==> src/rtl/brushless_ctrl.sv <==
// brushless_ctrl: six-step BLDC commutation with duty ramp.
// Hall sync, IDLE/RUN/BRAKE FSM, fully registered outputs.
module brushless_ctrl #(
   parameter int unsigned RAMP_STEP = 8,
   parameter int unsigned RAMP_DIV  = 4,
   parameter logic [10:0] BRK_DUTY  = 11'h600
) (
   input  logic        clk,
   input  logic        rst_n,
   input  logic        en,
   input  logic        brake_n,
   input  logic [10:0] drv_mag,
   input  logic        hGrn,
   input  logic        hYlw,
   input  logic        hBlu,
   output logic [1:0]  selGrn,
   output logic [1:0]  selYlw,
   output logic [1:0]  selBlu,
   output logic [10:0] duty,
   output logic        running,
   output logic        hall_err
);

   typedef enum logic [1:0] {
      IDLE  = 2'd0,
      RUN   = 2'd1,
      BRAKE = 2'd2
   } state_t;

   localparam int unsigned CW   = $clog2(RAMP_DIV);
   localparam logic [CW-1:0] LAST = CW'(RAMP_DIV - 1);
   localparam logic [10:0]   STEP = 11'(RAMP_STEP);

   localparam logic [1:0] HZ  = 2'b00;
   localparam logic [1:0] FWD = 2'b01;
   localparam logic [1:0] REV = 2'b10;
   localparam logic [1:0] BRK = 2'b11;

   state_t        state;
   state_t        state_nxt;
   logic [2:0]    sync1;
   logic [2:0]    sync2;
   logic [CW-1:0] cnt;
   logic [CW-1:0] cnt_nxt;
   logic [10:0]   dint;
   logic [10:0]   dint_nxt;
   logic [10:0]   up_gap;
   logic [10:0]   dn_gap;
   logic [5:0]    comm;
   logic [5:0]    sel_nxt;
   logic [10:0]   duty_nxt;
   logic          run_nxt;
   logic          err_nxt;

   // two-flop synchronizer for the asynchronous hall inputs
   always_ff @(posedge clk) begin
      if (!rst_n) begin
         sync1 <= 3'b000;
         sync2 <= 3'b000;
      end else begin
         sync1 <= {hGrn, hYlw, hBlu};
         sync2 <= sync1;
      end
   end

   // six-step commutation table; invalid codes float all phases
   always_comb begin
      comm = {HZ, HZ, HZ};
      case (sync2)
         3'b101:  comm = {FWD, REV, HZ};
         3'b100:  comm = {FWD, HZ, REV};
         3'b110:  comm = {HZ, FWD, REV};
         3'b010:  comm = {REV, FWD, HZ};
         3'b011:  comm = {REV, HZ, FWD};
         3'b001:  comm = {HZ, REV, FWD};
         default: comm = {HZ, HZ, HZ};
      endcase
   end

   // ramp divider and duty slew toward drv_mag, clamped at target
   always_comb begin
      cnt_nxt  = '0;
      dint_nxt = '0;
      up_gap   = drv_mag - dint;
      dn_gap   = dint - drv_mag;
      if (state == RUN) begin
         dint_nxt = dint;
         if (cnt == LAST) begin
            cnt_nxt = '0;
            if (dint < drv_mag) begin
               if (up_gap < STEP)
                  dint_nxt = drv_mag;
               else
                  dint_nxt = dint + STEP;
            end else if (dint > drv_mag) begin
               if (dn_gap < STEP)
                  dint_nxt = drv_mag;
               else
                  dint_nxt = dint - STEP;
            end
         end else begin
            cnt_nxt = cnt + CW'(1);
         end
      end
   end

   // next state and next output values from the held state
   always_comb begin
      state_nxt = state;
      sel_nxt   = {HZ, HZ, HZ};
      duty_nxt  = '0;
      run_nxt   = 1'b0;
      err_nxt   = 1'b0;
      if (!brake_n) begin
         state_nxt = BRAKE;
      end else begin
         case (state)
            IDLE:    if (en) state_nxt = RUN;
            RUN:     if (!en) state_nxt = IDLE;
            BRAKE:   state_nxt = IDLE;
            default: state_nxt = IDLE;
         endcase
      end
      case (state)
         RUN: begin
            sel_nxt  = comm;
            duty_nxt = dint_nxt;
            run_nxt  = 1'b1;
            err_nxt  = (sync2 == 3'b000) ||
                       (sync2 == 3'b111);
         end
         BRAKE: begin
            sel_nxt  = {BRK, BRK, BRK};
            duty_nxt = BRK_DUTY;
         end
         default: begin
            sel_nxt  = {HZ, HZ, HZ};
            duty_nxt = '0;
         end
      endcase
   end

   // state, ramp and output registers
   always_ff @(posedge clk) begin
      if (!rst_n) begin
         state    <= IDLE;
         cnt      <= '0;
         dint     <= '0;
         selGrn   <= HZ;
         selYlw   <= HZ;
         selBlu   <= HZ;
         duty     <= '0;
         running  <= 1'b0;
         hall_err <= 1'b0;
      end else begin
         state    <= state_nxt;
         cnt      <= cnt_nxt;
         dint     <= dint_nxt;
         selGrn   <= sel_nxt[5:4];
         selYlw   <= sel_nxt[3:2];
         selBlu   <= sel_nxt[1:0];
         duty     <= duty_nxt;
         running  <= run_nxt;
         hall_err <= err_nxt;
      end
   end

endmodule

==> config.mk <==
export PLATFORM = sky130hd
export DESIGN_NAME = brushless_ctrl
export DESIGN_NICKNAME = d
export VERILOG_FILES = /design/src/rtl/brushless_ctrl.sv
export SDC_FILE = /design/constraint.sdc
export NUM_CORES = 1
export LEC_CHECK = 0
export ABC_AREA = 0
export CAP_MARGIN = 30
export CORE_ASPECT_RATIO = 0.9
export CORE_MARGIN = 2
export CORE_UTILIZATION = 55
export DETAILED_ROUTE_END_ITERATION = 6
export GPL_ROUTABILITY_DRIVEN = 0
export GPL_TIMING_DRIVEN = 0
export PLACE_DENSITY = 0.79
export SLEW_MARGIN = 20
export SYNTH_ARGS = -nofsm -noshare
export SYNTH_HDL_FRONTEND = slang
export SYNTH_SLANG_ARGS = --single-unit
==> constraint.sdc <==
create_clock -name clk -period 4 [get_ports clk]
set_input_delay 0.8 -clock clk [delete_from_list [all_inputs] [get_ports clk]]
set_output_delay 0.8 -clock clk [all_outputs]
set_load 0.03 [all_outputs]
; Word level (Yosys, flattened, before mapping)
; Cells that the tools add are included.
[op_classes]
add_sub_neg = 5
n_lt_le_gt_ge = 4
n_eq_ne = 14
mux = 14
bitwise = 2
reduce_logical = 8
[ops]
columns = operator, n
row1 = 11-bit two-way mux, 6
row2 = 6-bit case mux with 6 select lines, 1
row3 = "11-bit by 4-bit < comparator with 1-bit output, second input constant", 2
row4 = 11-bit case mux with 2 select lines, 1
row5 = 11-bit subtractor, 2
row6 = "3-bit == test, second input constant", 4
row7 = 6-bit case mux with 2 select lines, 1
row8 = "11-bit by 4-bit adder with 11-bit output, second input constant", 1
row9 = 11-bit greater-than comparator, 1
row10 = 11-bit < comparator, 1
row11 = "11-bit by 4-bit subtractor with 11-bit output, second input constant", 1
row12 = 2-bit AND reduction, 4
row13 = "3-bit by 2-bit == test with 1-bit output, second input constant", 2
row14 = 2-bit two-way mux, 3
row15 = "3-bit != test, second input constant", 2
row16 = "2-bit == test, second input constant", 2
row17 = "2-bit != test, second input constant", 2
row18 = 2-bit case mux with 2 select lines, 1
row19 = "3-bit by 1-bit == test with 1-bit output, second input constant", 1
row20 = 3-bit zero test, 1
row21 = 3-bit OR reduction, 1
row22 = "2-bit by 1-bit adder with 2-bit output, second input constant", 1
row23 = "2-bit by 1-bit == test with 1-bit output, second input constant", 1
row24 = 2-bit zero test, 1
row25 = other kinds (3), 4
[word_totals]
register_bits = 40
input_bits = 18
word_cells = 59

; Depth between registers and ports, before layout
[logic_depth]
word_depth = 8
ltp_mapped = 13
depth_no_buf = 11

; Worst setup path before layout
; OpenSTA, ideal clock, no wires.
[synth_path]
path_kind = input to register
startpoint = in drv_mag[4]
endpoint = reg duty[10]
setup_time_ps = 96
arrival_ps = 3316
slack_ps = 588
path_stages = 12
n_path_buf = 1
cell_sequence = inv_1 > ha_1 > buf_6 > nand4_1 > a21oi_2 > or3_1 > a222oi_1 > o2111ai_1 > nor3_4 > nor2_4 > o221a_2 > o41ai_2
[synth_between]
elab_chain_cells = 8
[synth_rtl]
columns = item, line_no
row1 = from (decl), 12  ; input logic [10:0] drv_mag,
row2 = 11-bit subtractor, 85  ; dn_gap = dint - drv_mag;
row3 = 11-bit by 4-bit < comparator with 1-bit output, 96  ; if (dn_gap < STEP)
row4 = 11-bit two-way mux, 96
row5 = 11-bit two-way mux, 95  ; end else if (dint > drv_mag) begin
row6 = 11-bit two-way mux (*), 90  ; if (dint < drv_mag) begin
row7 = 11-bit two-way mux (*), 88  ; if (cnt == LAST) begin
row8 = 11-bit two-way mux (*), 86  ; if (state == RUN) begin
row9 = 11-bit case mux with 2 select lines (*), 124  ; case (state)
row10 = to (signal assigned), 162  ; duty <= duty_nxt;
row11 = to (decl), 19  ; output logic [10:0] duty,
; Every way passes the cells marked *; elsewhere a longest branch is shown, timed or not.
; A chain may end at the register's enable or synchronous reset.

; Worst setup path after layout
[layout_path]
startpoint = in drv_mag[1]
endpoint = reg dint[5]
[layout_between]
elab_chain_cells = 7
[layout_rtl]
columns = item, line_no
row1 = 11-bit subtractor, 85
row2 = 11-bit by 4-bit < comparator with 1-bit output, 96
row3 = 11-bit two-way mux, 96
row4 = 11-bit two-way mux, 95
row5 = 11-bit two-way mux (*), 90
row6 = 11-bit two-way mux (*), 88
row7 = 11-bit two-way mux (*), 86
row8 = to (signal assigned), 158  ; dint <= dint_nxt;
row9 = to (decl), 45  ; logic [10:0] dint;
; Marks and branches as above.

==> results_dict.tcl <==
set metrics [dict create \
    status "finished clean" \
    max_freq_mhz 257.2 \
    synth-edff-count 0 \
    met3_wl_post_dr_um 456 \
    yosys.area_share.xor_xnor 0.03024 \
    synth.mux.area_fraction 0.003456 \
    critPathKind "in -> reg" \
    synthCells 364 \
    holdPathStages 1 \
    layout.cells.most_common_list "40 x dfxtp_1, 34 x clkdlybuf4s50_1, 31 x inv_1, 29 x nand2_1, 28 x a21oi_1" \
    fraction_of_layout_instances_using_a_drive_strength_above_1 0.1092 \
    leakage_nw 1.435 \
    syn-num-nets 409 \
    yosysUniqueCellTypes 64 \
    grt_pass1_wl_mm 12.02 \
    final_min_period_over_clock_period 0.9720 \
    setup.worst_path.start_class "input pin" \
    yosysSeqAreaShare 0.2765 \
    fp.dieArea_um2 5864 \
    finalHoldViolCount 0 \
    die_x_um 80.50 \
    worst_setup_hold_path_clk_slew_ns 0.08 \
    synth_top_family_by_area "compound AO/OA/AOI/OAI gates" \
    wl_mm 7.602 \
    grt_overflow 0 \
    synth.yosys.warnings 0 \
    data_arrival_critical_path_ns 4.10 \
    final-max-slew-violation-count 0 \
    synth_compound_gate_area_share 0.2821 \
    clock_latency_ns 0.30 \
    timing.final.setup_violations 0 \
    area_growth_synth_to_finish_pct 22.25 \
    post-dp-hpwl_mm 5.800 \
    num_io_pins 37 \
    ctsHtreeMaxLevel 2 \
    numPortBuffers 36 \
    pin_count_of_the_biggest_net_entering_global_routing 13 \
    slew_headroom 0.5295 \
    clock_skew_after_layout_ns 0.01133 \
    pwr-share-comb 0.171 \
    final_net_count 457 \
    vdd_ir_drop_max_uv 209.4 \
    ys_dominant_reg_cell "dfxtp_1" \
    drt_first_pass_iters 5 \
    internal-power_mw 0.5831 \
    antenna_cells_inserted 0 \
    synthesis.area_um2 2897 \
    y_dimension_of_the_die_um 72.85 \
    fillCellCount 450 \
    pwr_density_cell_nw_per_um2 229.0 \
    via_per_inst 6.004 \
    power.share.clock 0.325 \
    synthSimpleGateAreaFrac 0.2259 \
    placeableCoreArea_um2 5161 \
    cts_root_buffer "clkbuf_8" \
    grt_util_all_layers 0.2611 \
    end_kind "flip-flop" \
    post-route-util 0.6861 \
    tritoncts_clock_tree "yes" \
    max_cap_viol_count 0 \
    cts-buffers-inserted 5 \
    cts.sinks 40 \
    avgRoutedWirePerCell_um 15.87 \
    antenna_left 0 \
    worstMarginPinSlew_ns 0.7032 \
    worst_hold_slack_ns 0.4278 \
    drc 0 \
    sequentialPowerShare 0.504 \
    adder_and_majority_cell_fraction_of_the_synthesized_area 0.1166 \
    switching_part_of_the_total 0.2807 \
    timing.setup.tns_ns 0 \
    postSynthRegisterBits 40 \
    synthesis.area_per_instance_um2 7.957 \
    wl_met2_mm 3.347 \
    std_cell_rows 25 \
    routed-via-count 2876 \
    wl_met1_mm 3.668 \
    timing.critical_path.required_ns 4.21 \
    antenna_found_initial 0 \
    time_the_final_worst_path_needs_with_i_o_delays_and_setup_ns 3.888 \
    hold_path_class "reg -> reg" \
    drt_iter0_drc 233 \
    total_power_mw 0.8107 \
    topRoutingLayerUsed "met4" \
    starting_density_of_the_core 0.5612 \
    ff2ff_path_depth 11 \
    ys_async_sr_fraction 0 \
    layout_commonest_cell "dfxtp_1" \
    worst-path-max-fanout 10 \
    p_sw_mw 0.2276 \
    grt_pass1_vias 2548 \
    clock_tree.buffer_depth 2 \
]
[per-stage QoR]
step,instance area (µm²),std cells,setup slack [ns]
4_1_cts,3433,476,0.06302
3_5_place_dp,3344,468,-0.3666
6_report,3541,479,0.1118
3_3_place_gp,3341,467,-0.3527
2_1_floorplan,2897,364,0.5884
5_1_grt,3541,479,-0.1141
[worst max-delay path, stage by stage]
cell,delay (ns)
clkdlybuf4s50_1,0.51
inv_1,0.07
ha_1,0.34
and2b_1,0.21
o21ai_0,0.25
nor4b_1,0.33
o22ai_1,0.14
a2111o_1,0.44
o21a_1,0.24
clkbuf_4,0.20
a221oi_2,0.28
a31oi_1,0.09
o31ai_1,0.21
[layout make-up]
class	count	area [µm²]	share of cell area
Clock buffer	5	68.82	0.01943
Inverter	32	120.1	0.03392
Clock inverter	2	12.51	0.003534
Tap cell	67	83.83	0.02367
Timing Repair Buffer	41	402.9	0.1138
Buffer	11	71.32	0.02014
Sequential cell	40	800.8	0.2261
Multi-Input combinational cell	281	1981	0.5594
[cells in the mapped netlist (2+ instances only)]
master / number / share of area
o21a_1: 2 / 0.0052
dfxtp_1: 40 / 0.28
o21ai_1: 2 / 0.0035
a21oi_1: 31 / 0.054
clkbuf_1: 4 / 0.0052
o22ai_1: 4 / 0.0086
a2bb2oi_1: 2 / 0.0060
and2b_1: 2 / 0.0052
buf_6: 3 / 0.012
xor2_1: 6 / 0.018
a21oi_2: 3 / 0.0091
nand3_1: 15 / 0.026
and3_1: 4 / 0.0086
a31o_2: 2 / 0.0060
xnor2_1: 4 / 0.012
nand2_1: 30 / 0.039
nor4_1: 3 / 0.0065
buf_2: 3 / 0.0052
nor2b_1: 3 / 0.0065
o2111a_1: 2 / 0.0078
a22oi_1: 2 / 0.0052
o31ai_1: 2 / 0.0052
or2_2: 2 / 0.0043
nor3_1: 8 / 0.014
a211o_1: 3 / 0.0091
o2111ai_1: 2 / 0.0060
or3_1: 13 / 0.028
o211ai_1: 3 / 0.0078
a21o_1: 9 / 0.023
nor2_1: 24 / 0.031
a211oi_1: 3 / 0.0078
nor3_4: 2 / 0.011
o21ai_0: 18 / 0.031
inv_1: 31 / 0.040
a31oi_1: 11 / 0.024
and2_1: 10 / 0.022
ha_1: 27 / 0.12
nand2b_1: 3 / 0.0065
[power groups by stage]
stage	sequential, mW	clock, mW	combinational [mW]
finish	0.409	0.263	0.139
detailed placement	0.418	0	0.129
floorplan	0.423	0	0.0781
global route	0.409	0.279	0.152
global placement	0.418	0	0.127
CTS	0.408	0.265	0.130
[kinds of logic (layout without fill, tap and decap cells)]
family	count (synthesis)	after routing
muxes	1	1
and+or+nand+nor	125	125
xor gates and xnor gates	10	10
buffers and inverters	43	91
adders and majority gates	27	27
DFF	40	40
AOI/OAI and AO/OA	118	118
[routing by layer]
layer	vias up	GRT usage
li1	1416	-
met1	1342	0.3991
met2	103	0.3787
met3	15	0.04703
met4	0	0.06591
met5	-	0
[registers in the layout, indices dropped and copies added (netlist names)]
signal    count
selGrn        2
hall_err      1
selYlw        2
state         2
sync1         3
cnt           2
selBlu        2
dint         11
sync2         3
duty         11
running       1
[final timing paths]
kind               to        from  slack, ns
max           dint[5]  drv_mag[1]       0.11
min            cnt[0]      cnt[0]       0.43
max reg2reg  duty[10]     dint[3]       0.74
min reg2reg    cnt[0]      cnt[0]       0.43
[repair_timing]
| item | in CTS | in global routing |
|---|---|---|
| hold buffers | 0 | 0 |
| endpoints found under the setup margin | 1 | 22 |
| pin swaps | 1 | 9 |
| setup buffers | 1 | 3 |
| resized for setup | 0 | 18 |
(Power assumes the default switching activity.)
